--- config.mk ---
export PLATFORM = sky130hd
export DESIGN_NAME = ram_port_arbiter_flat
export DESIGN_NICKNAME = d
export VERILOG_FILES = /design/src/rtl/ram_port_arbiter_pkg.sv /design/src/rtl/ram_port_arbiter_if.sv /design/src/rtl/ram_port_arbiter_rr_arb2.sv /design/src/rtl/ram_port_arbiter.sv /design/src/flat_wrapper.sv
export SDC_FILE = /design/constraint.sdc
export NUM_CORES = 1
export LEC_CHECK = 0
export CAP_MARGIN = 20
export CORE_MARGIN = 2
export CORE_UTILIZATION = 36
export DETAILED_ROUTE_END_ITERATION = 12
export DONT_BUFFER_PORTS = 1
export GPL_TIMING_DRIVEN = 0
export PLACE_DENSITY = 0.46
export SETUP_SLACK_MARGIN = 0.1
export SLEW_MARGIN = 0
export SYNTH_ARGS = -nofsm -noshare
export SYNTH_HDL_FRONTEND = slang
export SYNTH_SLANG_ARGS = --single-unit
--- constraint.sdc ---
create_clock -name clk -period 1.19 [get_ports clk]
set_input_delay 0.0595 -clock clk [delete_from_list [all_inputs] [get_ports clk]]
set_output_delay 0.0595 -clock clk [all_outputs]
set_load 0.02 [all_outputs]
--- src/rtl/ram_port_arbiter_pkg.sv ---
// Shared types and constants for the two-requester RAM port arbiter.
// Holds requester ids, memory op encoding and the read-return stage record.
package ram_arb_pkg;

  localparam int AW_DEF = 10;
  localparam int DW_DEF = 8;

  typedef enum logic {
    ID_A = 1'b0,
    ID_B = 1'b1
  } req_id_e;

  typedef enum logic {
    OP_READ  = 1'b0,
    OP_WRITE = 1'b1
  } mem_op_e;

  // One in-flight read: which requester owns the data arriving next cycle.
  typedef struct packed {
    logic    vld;
    req_id_e id;
  } rd_stage_t;

endpackage

--- src/rtl/ram_port_arbiter_if.sv ---
// Requester A/B handshakes plus the RAM-side bus of the port arbiter.
// master = arbiter side, slave = requesters and RAM environment.
interface ram_port_arbiter_if #(
  parameter int AW = ram_arb_pkg::AW_DEF,
  parameter int DW = ram_arb_pkg::DW_DEF
) ();

  logic          req_a,    req_b;
  logic          we_a,     we_b;
  logic [AW-1:0] addr_a,   addr_b;
  logic [DW-1:0] wdata_a,  wdata_b;
  logic          gnt_a,    gnt_b;
  logic          rvalid_a, rvalid_b;
  logic [DW-1:0] rdata_a,  rdata_b;

  logic          mem_en;
  logic [AW-1:0] mem_addr;
  logic [DW-1:0] mem_wdata;
  logic [DW-1:0] mem_rdata;

  modport master (
    input  req_a, we_a, addr_a, wdata_a,
    input  req_b, we_b, addr_b, wdata_b,
    output gnt_a, rvalid_a, rdata_a,
    output gnt_b, rvalid_b, rdata_b,
    output mem_en, mem_addr, mem_wdata,
    input  mem_rdata
  );

  modport slave (
    output req_a, we_a, addr_a, wdata_a,
    output req_b, we_b, addr_b, wdata_b,
    input  gnt_a, rvalid_a, rdata_a,
    input  gnt_b, rvalid_b, rdata_b,
    input  mem_en, mem_addr, mem_wdata,
    output mem_rdata
  );

endinterface

--- src/rtl/ram_port_arbiter_rr_arb2.sv ---
// Two-way round-robin grant, combinational from req; prio register points at the loser.
// Zero latency; a requester not granted simply keeps requesting.
module rr_arb2
  import ram_arb_pkg::*;
(
  input  logic       clk,
  input  logic       rst,
  input  logic [1:0] req_i,
  output logic [1:0] gnt_o
);

  req_id_e prio_q, prio_d;

  always_comb begin
    gnt_o[0] = req_i[0] & (~req_i[1] | (prio_q == ID_A));
    gnt_o[1] = req_i[1] & (~req_i[0] | (prio_q == ID_B));
  end

  always_comb begin
    prio_d = prio_q;
    if (gnt_o[0]) begin
      prio_d = ID_B;
    end else if (gnt_o[1]) begin
      prio_d = ID_A;
    end
  end

  always_ff @(posedge clk) begin
    if (!rst) begin
      prio_q <= ID_A;
    end else begin
      prio_q <= prio_d;
    end
  end

endmodule

--- src/rtl/ram_port_arbiter.sv ---
// Shares a 1-cycle-latency single-port RAM between requesters A and B, one access per cycle.
// Reads return 2 cycles after grant; losers are held off by gnt and must keep requesting.
module ram_port_arbiter
  import ram_arb_pkg::*;
#(
  parameter int AW = AW_DEF,
  parameter int DW = DW_DEF
) (
  input logic               clk,
  input logic               rst,
  ram_port_arbiter_if.master bus
);

  logic [1:0] req;
  logic [1:0] gnt;

  // Masking requests during reset keeps gnt and mem_en low without extra gating.
  assign req = {bus.req_b & rst, bus.req_a & rst};

  rr_arb2 u_rr_arb2 (
    .clk   (clk),
    .rst   (rst),
    .req_i (req),
    .gnt_o (gnt)
  );

  mem_op_e       op;
  logic [AW-1:0] mem_addr;
  logic [DW-1:0] mem_wdata;

  always_comb begin
    op        = OP_READ;
    mem_addr  = '0;
    mem_wdata = '0;
    if (gnt[0]) begin
      op        = mem_op_e'(bus.we_a);
      mem_addr  = bus.addr_a;
      mem_wdata = bus.wdata_a;
    end else if (gnt[1]) begin
      op        = mem_op_e'(bus.we_b);
      mem_addr  = bus.addr_b;
      mem_wdata = bus.wdata_b;
    end
  end

  assign bus.gnt_a     = gnt[0];
  assign bus.gnt_b     = gnt[1];
  assign bus.mem_en    = (op == OP_WRITE);
  assign bus.mem_addr  = mem_addr;
  assign bus.mem_wdata = mem_wdata;

  rd_stage_t     stage_q, stage_d;
  logic          rvalid_a_q, rvalid_a_d;
  logic          rvalid_b_q, rvalid_b_d;
  logic [DW-1:0] rdata_a_q, rdata_a_d;
  logic [DW-1:0] rdata_b_q, rdata_b_d;

  always_comb begin
    stage_d.vld = (|gnt) & (op == OP_READ);
    stage_d.id  = gnt[1] ? ID_B : ID_A;

    rvalid_a_d = stage_q.vld & (stage_q.id == ID_A);
    rvalid_b_d = stage_q.vld & (stage_q.id == ID_B);
    rdata_a_d  = rvalid_a_d ? bus.mem_rdata : rdata_a_q;
    rdata_b_d  = rvalid_b_d ? bus.mem_rdata : rdata_b_q;
  end

  always_ff @(posedge clk) begin
    if (!rst) begin
      stage_q    <= '{vld: 1'b0, id: ID_A};
      rvalid_a_q <= 1'b0;
      rvalid_b_q <= 1'b0;
      rdata_a_q  <= '0;
      rdata_b_q  <= '0;
    end else begin
      stage_q    <= stage_d;
      rvalid_a_q <= rvalid_a_d;
      rvalid_b_q <= rvalid_b_d;
      rdata_a_q  <= rdata_a_d;
      rdata_b_q  <= rdata_b_d;
    end
  end

  assign bus.rvalid_a = rvalid_a_q;
  assign bus.rvalid_b = rvalid_b_q;
  assign bus.rdata_a  = rdata_a_q;
  assign bus.rdata_b  = rdata_b_q;

endmodule

--- src/flat_wrapper.sv ---
// flat-port wrapper written by rule: the top's interface ports become plain ports
module ram_port_arbiter_flat import ram_arb_pkg::*;
#(
  parameter int AW = AW_DEF,
  parameter int DW = DW_DEF
)
  (clk, rst, bus_req_a, bus_we_a, bus_addr_a, bus_wdata_a, bus_req_b, bus_we_b, bus_addr_b, bus_wdata_b, bus_gnt_a, bus_rvalid_a, bus_rdata_a, bus_gnt_b, bus_rvalid_b, bus_rdata_b, bus_mem_en, bus_mem_addr, bus_mem_wdata, bus_mem_rdata);
  ram_port_arbiter_if #(.AW(AW), .DW(DW)) bus_i ();
  input logic clk;
  input logic rst;
  input wire logic [$bits(bus_i.req_a)-1:0] bus_req_a;
  input wire logic [$bits(bus_i.we_a)-1:0] bus_we_a;
  input wire logic [$bits(bus_i.addr_a)-1:0] bus_addr_a;
  input wire logic [$bits(bus_i.wdata_a)-1:0] bus_wdata_a;
  input wire logic [$bits(bus_i.req_b)-1:0] bus_req_b;
  input wire logic [$bits(bus_i.we_b)-1:0] bus_we_b;
  input wire logic [$bits(bus_i.addr_b)-1:0] bus_addr_b;
  input wire logic [$bits(bus_i.wdata_b)-1:0] bus_wdata_b;
  output wire logic [$bits(bus_i.gnt_a)-1:0] bus_gnt_a;
  output wire logic [$bits(bus_i.rvalid_a)-1:0] bus_rvalid_a;
  output wire logic [$bits(bus_i.rdata_a)-1:0] bus_rdata_a;
  output wire logic [$bits(bus_i.gnt_b)-1:0] bus_gnt_b;
  output wire logic [$bits(bus_i.rvalid_b)-1:0] bus_rvalid_b;
  output wire logic [$bits(bus_i.rdata_b)-1:0] bus_rdata_b;
  output wire logic [$bits(bus_i.mem_en)-1:0] bus_mem_en;
  output wire logic [$bits(bus_i.mem_addr)-1:0] bus_mem_addr;
  output wire logic [$bits(bus_i.mem_wdata)-1:0] bus_mem_wdata;
  input wire logic [$bits(bus_i.mem_rdata)-1:0] bus_mem_rdata;
  assign bus_i.req_a = bus_req_a;
  assign bus_i.we_a = bus_we_a;
  assign bus_i.addr_a = bus_addr_a;
  assign bus_i.wdata_a = bus_wdata_a;
  assign bus_i.req_b = bus_req_b;
  assign bus_i.we_b = bus_we_b;
  assign bus_i.addr_b = bus_addr_b;
  assign bus_i.wdata_b = bus_wdata_b;
  assign bus_gnt_a = bus_i.gnt_a;
  assign bus_rvalid_a = bus_i.rvalid_a;
  assign bus_rdata_a = bus_i.rdata_a;
  assign bus_gnt_b = bus_i.gnt_b;
  assign bus_rvalid_b = bus_i.rvalid_b;
  assign bus_rdata_b = bus_i.rdata_b;
  assign bus_mem_en = bus_i.mem_en;
  assign bus_mem_addr = bus_i.mem_addr;
  assign bus_mem_wdata = bus_i.mem_wdata;
  assign bus_i.mem_rdata = bus_mem_rdata;
  ram_port_arbiter #(.AW(AW), .DW(DW)) u_core (.clk(clk), .rst(rst), .bus(bus_i));
endmodule
### Word level (Yosys, flattened, before mapping)

Index checks and enable logic that the tools add are counted.

* register bits: 21
* input port bits: 50
* logic and storage cells: 32

* mux-type cells: 9
* bitwise operators: 14
* reductions and logical operators: 2

Operators with widths (number)
* $mux W10: 2
* $mux W8: 2
* $and A1 B1 Y1: 7
* $mux W1: 5
* $not A1 Y1: 5
* $or A1 B1 Y1: 2
* $reduce_bool A2 Y1: 1
* $reduce_or A2 Y1: 1

### Logic depth before layout (Yosys ltp)

Gate-level depths: netlist (run 1).

* word-level depth: 8
* gate-level depth with buffers: 5

### Cells and area by module

From an unflattened synthesis (run 1), not the netlist that was laid out.

* cells, all modules: 111
* area total of the unflattened synthesis: 1033.5 um^2

Modules (own cells, without submodules)
* ram_port_arbiter: instances 1, cells an instance 104, area an instance 972.2 um^2, seq. area each 400.4 um^2
* rr_arb2: instances 1, cells an instance 7, area an instance 61.3 um^2, seq. area each 20.0 um^2

### Least setup slack after synthesis (run 1)

No wires, ideal clock.

* kind: reg2out
* start: register u_core.u_rr_arb2.prio_q
* end: output port bus_mem_addr[0]
* arrival time: 992 ps
* required time: 1131 ps
* slack: 139 ps
* stages on the path, launching flop included: 5
* path buffers: 1
* cell sequence: dfxtp_1 > nand2_1 > nand2_1 > buf_2 > o22ai_1

* word-level cells in the longest chain between the ends: 4

RTL lines
* start: declaration: line ram_port_arbiter_rr_arb2.sv:12 `req_id_e prio_q, prio_d;`
* start signal: assignment: line ram_port_arbiter_rr_arb2.sv:32 `prio_q <= prio_d;`
* $or A1 B1 Y1 / $not A1 Y1 (equally long branches): line ram_port_arbiter_rr_arb2.sv:16, ram_port_arbiter_rr_arb2.sv:15
* $and A1 B1 Y1 / $or A1 B1 Y1 (equally long branches): line ram_port_arbiter_rr_arb2.sv:16, ram_port_arbiter_rr_arb2.sv:15
* $mux W10 / $and A1 B1 Y1 (equally long branches): line ram_port_arbiter.sv:39, ram_port_arbiter_rr_arb2.sv:15
* $mux W10 *: line ram_port_arbiter.sv:35 `if (gnt[0]) begin`
* end: declaration: line flat_wrapper.sv:26 `output wire logic [$bits(bus_i.mem_addr)-1:0] bus_mem_addr;`

Mark *: on every way between the ends. The rest lies on a longest branch, timed or not.

### Worst setup path in the final report (run 1)

* start: register u_core.u_rr_arb2.prio_q
* end: output port bus_mem_wdata[3]

* word-level cells in the longest chain between the ends: 4

RTL lines
* $or A1 B1 Y1 / $not A1 Y1 (equally long branches): line ram_port_arbiter_rr_arb2.sv:16, ram_port_arbiter_rr_arb2.sv:15
* $and A1 B1 Y1 / $or A1 B1 Y1 (equally long branches): line ram_port_arbiter_rr_arb2.sv:16, ram_port_arbiter_rr_arb2.sv:15
* $mux W8 / $and A1 B1 Y1 (equally long branches): line ram_port_arbiter.sv:39, ram_port_arbiter_rr_arb2.sv:15
* $mux W8 *: line ram_port_arbiter.sv:35
* end: declaration: line flat_wrapper.sv:27 `output wire logic [$bits(bus_i.mem_wdata)-1:0] bus_mem_wdata;`

Marked as above.

==> flow_metrics.py, run 1 <==
metrics = {
    "status": {
        "run_status": "complete, but fails checks",
        "violations": "negative setup slack",
    },
    "worst_setup_path": {
        "category_of_the_worst_setup_path_capture_point": "output pin",
        "worstRegToRegCells": 5,
        "cp_data_required_time_ns": 1.13,
        "path_max_fanout": 10,
        "beginning_of_the_critical_path": "u_core.u_rr_arb2.prio_q",
        "critical_path.reg2reg.endpoint": "u_core.bus.rdata_a[6]",
        "setup.worst_path.start_class": "register",
        "ff2ff_setup_slack_ns": 0.19,
        "critical_path_arrival_ns": 1.25,
        "criticalPathCategory": "reg2out",
        "critical_path.reg2reg.startpoint": "u_core.stage_q[0]",
    },
    "layout": {
        "final.fill_count": 284,
        "insertedDiodeCount": 0,
        "layout-drive-gt1-share_pct": 33.0,
        "finalNonFillerCells": 209,
        "multi_input_gate_area_um2": 896,
        "num-nets-final": 227,
        "layout-area-overhead-vs-synth_pct": 53.3,
        "area.sequential_um2": 425,
        "core_occupancy_in_the_finished_layout_pct": 57.2,
    },
    "yosys": {
        "cell_count_after_synthesis": 157,
        "yosysUniqueCellTypes": 21,
        "yosysTopAreaCellShare_pct": 37.5,
        "synth_compound_gate_area_share_pct": 22.9,
        "dominant_combinational_cell_family_by_area_after_synthesis": "simple AND/OR/NAND/NOR gates",
        "synth-xor-area-share_pct": 0,
        "post_synth_mux_area_share_pct": 0,
        "synth_largest_area_cell": "sky130_fd_sc_hd__dfxtp_1",
        "ys.warnings.count": 0,
        "syn-mean-instance-area_um2": 7.13,
        "yosys.area_share.simple_pct": 29.8,
        "synth_area_leaders": "sky130_fd_sc_hd__dfxtp_1, sky130_fd_sc_hd__nand2_1, sky130_fd_sc_hd__o22ai_1, sky130_fd_sc_hd__a21oi_2, sky130_fd_sc_hd__buf_2",
        "synth.ff_latch_count": 21,
        "synthesis.nets": 207,
        "portion_of_the_post_synthesis_area_used_by_sequential_elements_pct": 37.5,
        "post_synth_instance_area_um2": 1120,
        "post_synth_fa_ha_maj_area_fraction_pct": 0,
    },
    "power": {
        "leakagePower_nw": 0.588,
        "p_per_area_nw_per_um2": 973,
        "power.ir.vdd_worst_v": 0.000367,
    },
    "placed_design": {
        "placedCellCount": 190,
        "detailedPlacementHpwl_um": 2160,
        "io_buffer_count": 0,
        "gpl.final_weighted_congestion": 0.700,
    },
    "clocking": {
        "cts_htree_levels": 1,
        "clock-sinks": 21,
        "clock_tree.root_cell": "sky130_fd_sc_hd__clkbuf_4",
        "cts.clk_slew.worst_paths_ns": 0.12,
        "tritoncts.num_buffers": 3,
        "ctsLongestPathBuffers": 2,
        "worstSkewPairLatency_ns": 0.31,
        "tritoncts": "done",
    },
    "floorplanning": {
        "num_io_pins": 89,
        "die_width_um": 59.8,
        "dieArea_um2": 3570,
        "initial_utilization_pct": 37.3,
        "placeableCoreArea_um2": 3000,
        "placement_rows": 20,
        "die_height_um": 59.8,
    },
    "sta": {
        "finalSetupViolations": 21,
        "slew_viol_final": 0,
        "worstMarginPinSlew_ns": 0.262,
        "clock-skew-final_ns": 0.0114,
        "timing.final.crit_period_ns": 1.31,
        "final_setup_slack_of_the_worst_path_ns": -0.123,
        "final_min_period_over_clock_period_pct": 110,
        "maxSlewHeadroom_pct": 82.5,
        "achievable-frequency_mhz": 762,
        "hold_violations_final": 0,
        "grt_setup_unrepaired": "yes",
    },
    "global_routing": {
        "pin_count_of_the_biggest_net_entering_global_routing": 12,
        "antenna_found_initial": 0,
        "gr-usage-all-layers_pct": 19.0,
        "grt_overflow": 0,
        "first_pass_grt_wire_length_um": 5090,
        "grt_pass1_vias": 1140,
    },
    "drt": {
        "post-route-drc-count": 0,
        "first_iter_violations": 53,
        "firstDrtPassIters": 4,
        "final_antenna_net_count": 0,
        "wl_um": 3300,
        "wire_per_inst_um": 15.8,
        "vias_per_cell": 5.43,
        "via_count": 1134,
    },
    "worst_hold_path": {
        "hold_depth": 3,
        "hold_class": "in2reg",
        "holdCritStartpoint": "bus_req_b",
        "hold_path_end": "u_core.stage_q[0]",
    },
    "run": {
        "drv.max_cap_violation_count": 0,
    },
}
cells by family after synthesis:
logic type | count (synthesis)
and+or+nand+nor | 81
AOI/OAI and AO/OA | 38
DFF | 21
buffers and inverters | 17
metrics by stage:
| step | setup TNS, ns | hold slack, ns | total power, mW | worst slack (ns) | instance area [um^2] |
|---|---|---|---|---|---|
| after global routing | -3.28 | 0.0735 | 1.77 | -0.175 | 1720 |
| after global placement | 0 | 0.187 | 1.08 | 0.0670 | 1160 |
| after floorplan | 0 | 0.178 | 1.04 | 0.139 | 1120 |
| after CTS | -1.98 | 0.0425 | 1.68 | -0.119 | 1700 |
| final | -2.17 | 0.0722 | 1.67 | -0.123 | 1720 |
| after detailed placement | 0 | 0.187 | 1.08 | 0.0455 | 1160 |
flip-flops by register name (all words and copies together), names as in the netlist:
signal and flops:
u_core.bus.rvalid_b 1, u_core.bus.rvalid_a 1, u_core.stage_q 2, u_core.bus.rdata_a 8
u_core.u_rr_arb2.prio_q 1, u_core.bus.rdata_b 8
what timing repair did:
| item | CTS | global route |
|---|---|---|
| hold endpoints to repair | 18 | 0 |
| setup buffers | 2 | 1 |
| pin swaps | 22 | 1 |
| endpoints found under the setup margin | 21 | 24 |
| gates resized for setup | 65 | 2 |
| hold buffers | 11 | 0 |
| cloned | 1 | 0 |
synthesized netlist by cell type (all sizes together):
master  number
o21ai        1
o32ai        1
and3         1
a21oi       16
inv          2
nand3        8
o22ai       19
nor2         4
clkbuf       2
o211a        1
nand2b       2
nand2       65
dfxtp       21
buf         13
nor2b        1
report_power, final:
part / switching [mW] / internal (mW) / total, mW
combinational: 0.317 / 0.236 / 0.552
sequential: 0.0410 / 0.729 / 0.770
clock: 0.218 / 0.131 / 0.349
total: 0.576 / 1.10 / 1.67
cells in the final DEF, fill, tap and decap left out, drive strengths merged:
master        n
a21oi        16
and3          1
buf          17
clkbuf        6
dfxtp        21
dlygate4sd3  11
inv           2
nand2        65
nand2b        2
nand3         8
nor2          4
nor2b         1
o211a         1
o21ai         1
o22ai        19
o32ai         1
final cells by class:
class	count	area share (%)
Buffer	15	9.11
Clock buffer	4	1.53
Inverter	2	0.437
Multi-Input combinational cell	119	52.2
Sequential cell	21	24.8
Tap cell	33	2.41
Timing Repair Buffer	15	9.55
worst max-delay path, stage by stage (launching register included):
cell	delay (ns)
sky130_fd_sc_hd__dfxtp_4	0.39
sky130_fd_sc_hd__nand2_4	0.09
sky130_fd_sc_hd__nand2_8	0.08
sky130_fd_sc_hd__buf_12	0.16
sky130_fd_sc_hd__o22ai_4	0.22
per-layer routing:
layer / vias up / GRT usage, % / part of all wire [%]
met3: 4 / 4.33 / 7.4
li1: 563 / - / -
met2: 56 / 33.5 / 51
met1: 511 / 22.3 / 40
met4: 0 / 6.67 / 1.2
met5: - / 0 / 0
worst max-delay path by stage:
stage / end / cells after the start
finish: bus_mem_wdata[3] / 4
global placement: bus_mem_addr[7] / 4
floorplan: bus_mem_addr[0] / 4
detailed placement: bus_mem_addr[1] / 4
CTS: bus_mem_wdata[3] / 4
global route: bus_mem_wdata[3] / 4
Note: power is estimated with default switching activity, not from simulation.
==> inputs of run 2 (changes only) <==
--- a/config.mk
+++ b/config.mk
@@ -6,12 +6,14 @@
 export NUM_CORES = 1
 export LEC_CHECK = 0
 export CAP_MARGIN = 20
+export CELL_PAD_IN_SITES_DETAIL_PLACEMENT = 0
+export CELL_PAD_IN_SITES_GLOBAL_PLACEMENT = 2
 export CORE_MARGIN = 2
-export CORE_UTILIZATION = 36
+export CORE_UTILIZATION = 29
 export DETAILED_ROUTE_END_ITERATION = 12
 export DONT_BUFFER_PORTS = 1
 export GPL_TIMING_DRIVEN = 0
-export PLACE_DENSITY = 0.46
+export PLACE_DENSITY = 0.73
 export SETUP_SLACK_MARGIN = 0.1
 export SLEW_MARGIN = 0
 export SYNTH_ARGS = -nofsm -noshare
==> run 2 against run 1 <==
  * The run still ends with negative setup slack left
  * Sequential power about the same
  * Combinational power down 3%
  * Utilization fell by 11 points
  * Critical path depth is the same
  * Die area increased by 22%
  * Flip-flop and latch count is the same
  * Fmax up 7.2%
  * Power is 6.1% higher
  * Worst setup slack improved by 0.088 ns
  * First-iteration DRC count is 23% lower
  * Clock-buffer cell count is the same
  * Critical path type unchanged
  * Highest routed layer unchanged
==> flow_metrics.py, run 2 (synthesized netlist as in run 1, its figures left out) <==
metrics = {
    "status": {
        "run_status": "complete, but fails checks",
        "violations": "negative setup slack",
    },
    "placed_design": {
        "post_dp_cell_area_um2": 1180,
        "io_buffer_count": 0,
        "pre_cts_ws_ns": 0.0293,
        "gpl.final_weighted_congestion": 0.641,
        "detailedPlacementHpwl_um": 2390,
    },
    "global_routing": {
        "pin_count_of_the_biggest_net_entering_global_routing": 12,
        "grt_pass1_vias": 1191,
        "first_pass_grt_wire_length_um": 5290,
        "antenna_found_initial": 0,
        "gr-usage-all-layers_pct": 15.3,
        "grt_overflow": 0,
    },
    "worst_setup_path": {
        "cp_slowest_stage_delay_ns": 0.37,
        "critical_path.cell_chain": "nand2_4 > nand2_4 > clkbuf_16 > o22ai_4",
        "path_max_fanout": 5,
        "cp_slowest_cell": "sky130_fd_sc_hd__dfxtp_4",
        "path_delay_family": "flip-flops",
        "cp_data_required_time_ns": 1.13,
        "category_of_the_worst_setup_path_capture_point": "output pin",
        "critical_path_arrival_ns": 1.17,
        "criticalPathCategory": "reg2out",
        "worstRegToRegCells": 5,
        "critPathMostFrequentCell": "sky130_fd_sc_hd__nand2_4",
        "critical_path_depth": 4,
        "timing.critical_path.buf_inv": 1,
        "setup.worst_path.start_class": "register",
    },
    "drt": {
        "first_iter_violations": 41,
        "firstDrtPassIters": 4,
        "post-route-drc-count": 0,
        "vias_per_cell": 5.14,
        "final_antenna_net_count": 0,
        "wire_per_inst_um": 15.2,
        "wl_um": 3370,
        "via_count": 1142,
    },
    "layout": {
        "layout-drive-gt1-share_pct": 31.0,
        "num-nets-final": 225,
        "insertedDiodeCount": 0,
        "layout-area-overhead-vs-synth_pct": 53.4,
        "layout_common_cells": "sky130_fd_sc_hd__nand2_1, sky130_fd_sc_hd__dfxtp_1, sky130_fd_sc_hd__o22ai_4",
        "layout_commonest_cell": "sky130_fd_sc_hd__nand2_1",
        "finalInstanceArea_um2": 1720,
    },
    "floorplanning": {
        "placeableCoreArea_um2": 3690,
        "num_io_pins": 89,
        "die_height_um": 66.1,
        "dieArea_um2": 4370,
        "initial_utilization_pct": 30.4,
        "die_width_um": 66.1,
        "placement_rows": 22,
    },
    "sta": {
        "hold_violations_final": 0,
        "worstMarginPinSlew_ns": 0.266,
        "final_min_period_over_clock_period_pct": 103,
        "grt_setup_unrepaired": "yes",
        "achievable-frequency_mhz": 816,
        "slew_viol_final": 0,
        "final_setup_slack_of_the_worst_path_ns": -0.0349,
        "hold_ws_ns": 0.00398,
        "tns_ns": -0.547,
        "maxSlewHeadroom_pct": 82.3,
        "timing.final.crit_period_ns": 1.22,
        "finalSetupViolations": 19,
        "clock-skew-final_ns": 0.00387,
    },
    "clocking": {
        "clock-sinks": 21,
        "cts.clk_slew.worst_paths_ns": 0.07,
        "postCtsHoldBufs": 11,
        "tritoncts.num_buffers": 3,
        "clock_tree.root_cell": "sky130_fd_sc_hd__clkbuf_8",
        "ctsLongestPathBuffers": 2,
        "tritoncts": "done",
        "worstSkewPairLatency_ns": 0.25,
        "cts_htree_levels": 1,
    },
    "power": {
        "leakagePower_nw": 0.585,
        "p_per_area_nw_per_um2": 1030,
        "fin_total_pwr_mw": 1.77,
        "power.ir.vdd_worst_v": 0.000460,
    },
    "run": {
        "drv.max_cap_violation_count": 0,
    },
    "worst_hold_path": {
        "hold_depth": 2,
        "hold_class": "in2reg",
    },
}
[run 2: metrics by stage]
step | cells | utilization, %
global placement | 205 | 32.0
finish | 222 | 46.6
CTS | 221 | 45.7
detailed placement | 205 | 32.0
global route | 222 | 46.6
floorplan | 157 | -
[run 2: layout make-up]
cell class / instances / area [um^2]
fill: 378 / 1970
multi-input combinational: 119 / 882
sequential: 21 / 424
buffer: 15 / 156
timing repair buffer: 13 / 143
tap: 48 / 60.1
clock buffer: 4 / 45.0
inverter: 2 / 7.51
[run 2: where the power goes]
| part | internal, mW | switching, mW | total, mW |
|---|---|---|---|
| Sequential | 0.728 | 0.0413 | 0.769 |
| Combinational | 0.224 | 0.312 | 0.536 |
| Clock | 0.238 | 0.229 | 0.467 |
| Total | 1.19 | 0.583 | 1.77 |
[run 2: path summary, 6_finish.rpt]
check	startpoint	end	slack (ns)
max	u_core.u_rr_arb2.prio_q	bus_mem_wdata[2]	-0.03
min reg2reg	u_core.bus.rdata_b[5]	u_core.bus.rdata_b[5]	0.57
min	bus_req_b	u_core.u_rr_arb2.prio_q	0.004
max reg2reg	u_core.stage_q[0]	u_core.bus.rdata_a[6]	0.19
[run 2: layer usage]
layer,share of wire (%),wire length [um],GRT usage [%]
met2,51,1720,26.1
met5,0,0,0
met4,0.39,13,4.34
met3,8.6,289,3.58
met1,40,1350,19.2
[run 2: repair_timing]
action                                  CTS  global route
endpoints found under the hold margin    18             1
endpoints found under the setup margin   20            20
buffers inserted                          1             0
gates cloned                              0             1
pin swaps                                20             2
resized for setup                        59             2
[run 2: worst register-to-register path, cell delays in order (launching register included)]
cell	delay, ns
sky130_fd_sc_hd__dfxtp_1	0.35
sky130_fd_sc_hd__buf_6	0.14
sky130_fd_sc_hd__nand2b_4	0.12
sky130_fd_sc_hd__buf_6	0.12
sky130_fd_sc_hd__nand2_1	0.08
sky130_fd_sc_hd__a21oi_2	0.14
==> inputs of run 3 (changes only) <==
--- a/config.mk
+++ b/config.mk
@@ -14,6 +14,7 @@
 export DONT_BUFFER_PORTS = 1
 export GPL_TIMING_DRIVEN = 0
 export PLACE_DENSITY = 0.73
+export REMOVE_ABC_BUFFERS = 1
 export SETUP_SLACK_MARGIN = 0.1
 export SLEW_MARGIN = 0
 export SYNTH_ARGS = -nofsm -noshare
==> run 3 against run 2 <==
  * The flow still finishes with violations (negative setup slack)
  * Flip-flop and latch count unchanged
  * Fmax down 0.65%
  * Critical path depth down 1
  * Non-clock buffer count down 11
  * First-iteration DRC count up 32%
  * Hold slack better by 0.027 ns
  * Die area unchanged
  * Via count down 0.26%
  * Routed wire length up 5.0%
  * Worst setup slack worse by 0.0080 ns
  * Highest routed layer unchanged
  * Sequential power up 2%
==> flow_metrics.py, run 3 (synthesized netlist as in run 1, its figures left out) <==
metrics = {
    "sta": {
        "worstMarginPinSlew_ns": 0.841,
        "slew_viol_final": 0,
        "grt_setup_unrepaired": "yes",
        "final_setup_slack_of_the_worst_path_ns": -0.0430,
        "timing.final.crit_period_ns": 1.23,
        "achievable-frequency_mhz": 811,
        "tns_ns": -0.401,
        "clock-skew-final_ns": 0.00453,
        "final_min_period_over_clock_period_pct": 104,
        "hold_violations_final": 0,
        "finalSetupViolations": 20,
        "maxSlewHeadroom_pct": 43.8,
    },
    "layout": {
        "layout-drive-gt1-share_pct": 29.9,
        "num-nets-final": 218,
        "area.sequential_um2": 429,
        "layout_commonest_cell": "sky130_fd_sc_hd__nand2_1",
        "insertedDiodeCount": 0,
        "layout-area-overhead-vs-synth_pct": 53.7,
        "layout_common_cells": "sky130_fd_sc_hd__nand2_1, sky130_fd_sc_hd__o22ai_4, sky130_fd_sc_hd__dfxtp_1",
        "final.fill_count": 341,
        "finalNonFillerCells": 215,
        "core_occupancy_in_the_finished_layout_pct": 46.7,
        "multi_input_gate_area_um2": 985,
    },
    "placed_design": {
        "placedCellCount": 190,
        "io_buffer_count": 0,
        "gpl.final_weighted_congestion": 0.695,
        "detailedPlacementHpwl_um": 2000,
    },
    "global_routing": {
        "grt_pass1_vias": 1189,
        "antenna_found_initial": 0,
        "pin_count_of_the_biggest_net_entering_global_routing": 42,
        "gr-usage-all-layers_pct": 16.2,
        "grt_overflow": 0,
        "first_pass_grt_wire_length_um": 5410,
    },
    "floorplanning": {
        "initial_utilization_pct": 30.4,
        "placement_rows": 22,
        "die_height_um": 66.1,
        "num_io_pins": 89,
        "placeableCoreArea_um2": 3690,
        "die_width_um": 66.1,
        "dieArea_um2": 4370,
    },
    "drt": {
        "via_count": 1139,
        "final_antenna_net_count": 0,
        "vias_per_cell": 5.30,
        "post-route-drc-count": 0,
        "firstDrtPassIters": 4,
        "first_iter_violations": 54,
        "wire_per_inst_um": 16.4,
        "wl_um": 3530,
    },
    "clocking": {
        "clock-sinks": 21,
        "clock_tree.root_cell": "sky130_fd_sc_hd__clkbuf_8",
        "tritoncts.num_buffers": 3,
        "cts_htree_levels": 1,
        "ctsLongestPathBuffers": 2,
        "worstSkewPairLatency_ns": 0.26,
        "tritoncts": "done",
        "cts.clk_slew.worst_paths_ns": 0.08,
    },
    "worst_setup_path": {
        "critical_path.reg2reg.endpoint": "u_core.stage_q[1]",
        "critical_path.reg2reg.startpoint": "u_core.u_rr_arb2.prio_q",
        "cp_slowest_cell": "sky130_fd_sc_hd__dfxtp_4",
        "path_max_fanout": 6,
        "worstRegToRegCells": 3,
        "cp_data_required_time_ns": 1.13,
        "criticalPathCategory": "reg2out",
        "ff2ff_setup_slack_ns": 0.17,
        "beginning_of_the_critical_path": "u_core.u_rr_arb2.prio_q",
        "cp_slowest_stage_delay_ns": 0.39,
        "critical_path_arrival_ns": 1.17,
        "setup.worst_path.start_class": "register",
        "critical_path_depth": 3,
        "critical_path.cell_chain": "nand2_8 > nand2_8 > o22ai_4",
        "path_delay_family": "flip-flops",
        "critPathMostFrequentCell": "sky130_fd_sc_hd__nand2_8",
        "category_of_the_worst_setup_path_capture_point": "output pin",
        "worstSetupEndpoint": "bus_mem_wdata[0]",
        "timing.critical_path.buf_inv": 0,
    },
    "status": {
        "run_status": "complete, but fails checks",
        "violations": "negative setup slack",
    },
    "run": {
        "drv.max_cap_violation_count": 0,
    },
    "power": {
        "power.ir.vdd_worst_v": 0.000383,
        "p_per_area_nw_per_um2": 1020,
        "leakagePower_nw": 0.541,
    },
    "worst_hold_path": {
        "hold_class": "in2reg",
    },
}
==> run 3: changes by cell type in the layout (fill, tap and decap cells not counted), moves of 2 or more <==
cell                      before  now
sky130_fd_sc_hd__nand2_8       0    5
sky130_fd_sc_hd__buf_12        4    1
sky130_fd_sc_hd__buf_2         7    0
sky130_fd_sc_hd__nand2_4       2    0
sky130_fd_sc_hd__dfxtp_1      20   18
==> run 3: worst min-delay path by stage <==
stage	from	endpoint	slack (ns)	cells after the start
after CTS	bus_req_b	u_core.stage_q[0]	0.02	3
final	bus_req_b	u_core.stage_q[0]	0.03	3
after detailed placement	bus_we_b	u_core.stage_q[1]	0.20	1
after global placement	bus_we_b	u_core.stage_q[1]	0.19	1
after floorplan	bus_we_b	u_core.stage_q[1]	0.18	1
after global routing	bus_req_a	u_core.stage_q[1]	0.03	2
==> run 3: timing repair <==
item | 4_1_cts | 5_1_grt
setup buffers | 4 | 0
gates resized for setup | 59 | 2
pin swaps | 25 | 4
endpoints found under the hold margin | 18 | 0
setup endpoints to repair | 38 | 26
hold buffers | 12 | 0
cloned | 4 | 1
==> run 3: area by class of cell <==
type | instances | area share, %
clock buffer | 4 | 2.62
inverter | 2 | 0.436
multi-input combinational | 123 | 57.2
sequential | 21 | 24.9
tap | 48 | 3.49
timing repair buffer | 17 | 11.3
==> run 3: per-layer routing <==
| metal | global-route usage (%) | wire length, um | vias to the layer above |
|---|---|---|---|
| met5 | 0 | 0 | - |
| met4 | 6.12 | 55 | 0 |
| met3 | 2.90 | 283 | 6 |
| met2 | 30.3 | 1930 | 68 |
| met1 | 17.8 | 1270 | 513 |
| li1 | - | - | 552 |
==> run 3: stage by stage <==
stage	area (um^2)	power, mW	setup WS, ns	hold slack [ns]
after global routing	1720	1.84	-0.0848	0.0294
after detailed placement	1080	1.03	-0.194	0.202
after floorplan	1020	0.991	-0.00874	0.179
final	1720	1.75	-0.0430	0.0312
after CTS	1690	1.74	-0.0200	0.0167
after global placement	1080	1.02	-0.187	0.192
==> run 3: worst register-to-register path: cells and delay by family, from the launching register on <==
kind            cells  cell delay (ns)
flops               1             0.42
compound gates      2             0.34
buf+inv             1             0.14
==> run 3: power by group <==
part | internal [mW] | total (mW) | switching, mW | leakage [nW]
sequential | 0.728 | 0.785 | 0.0574 | 0.172
combinational | 0.209 | 0.500 | 0.291 | 0.346
clock | 0.239 | 0.467 | 0.228 | 0.0228
total | 1.18 | 1.75 | 0.577 | 0.541
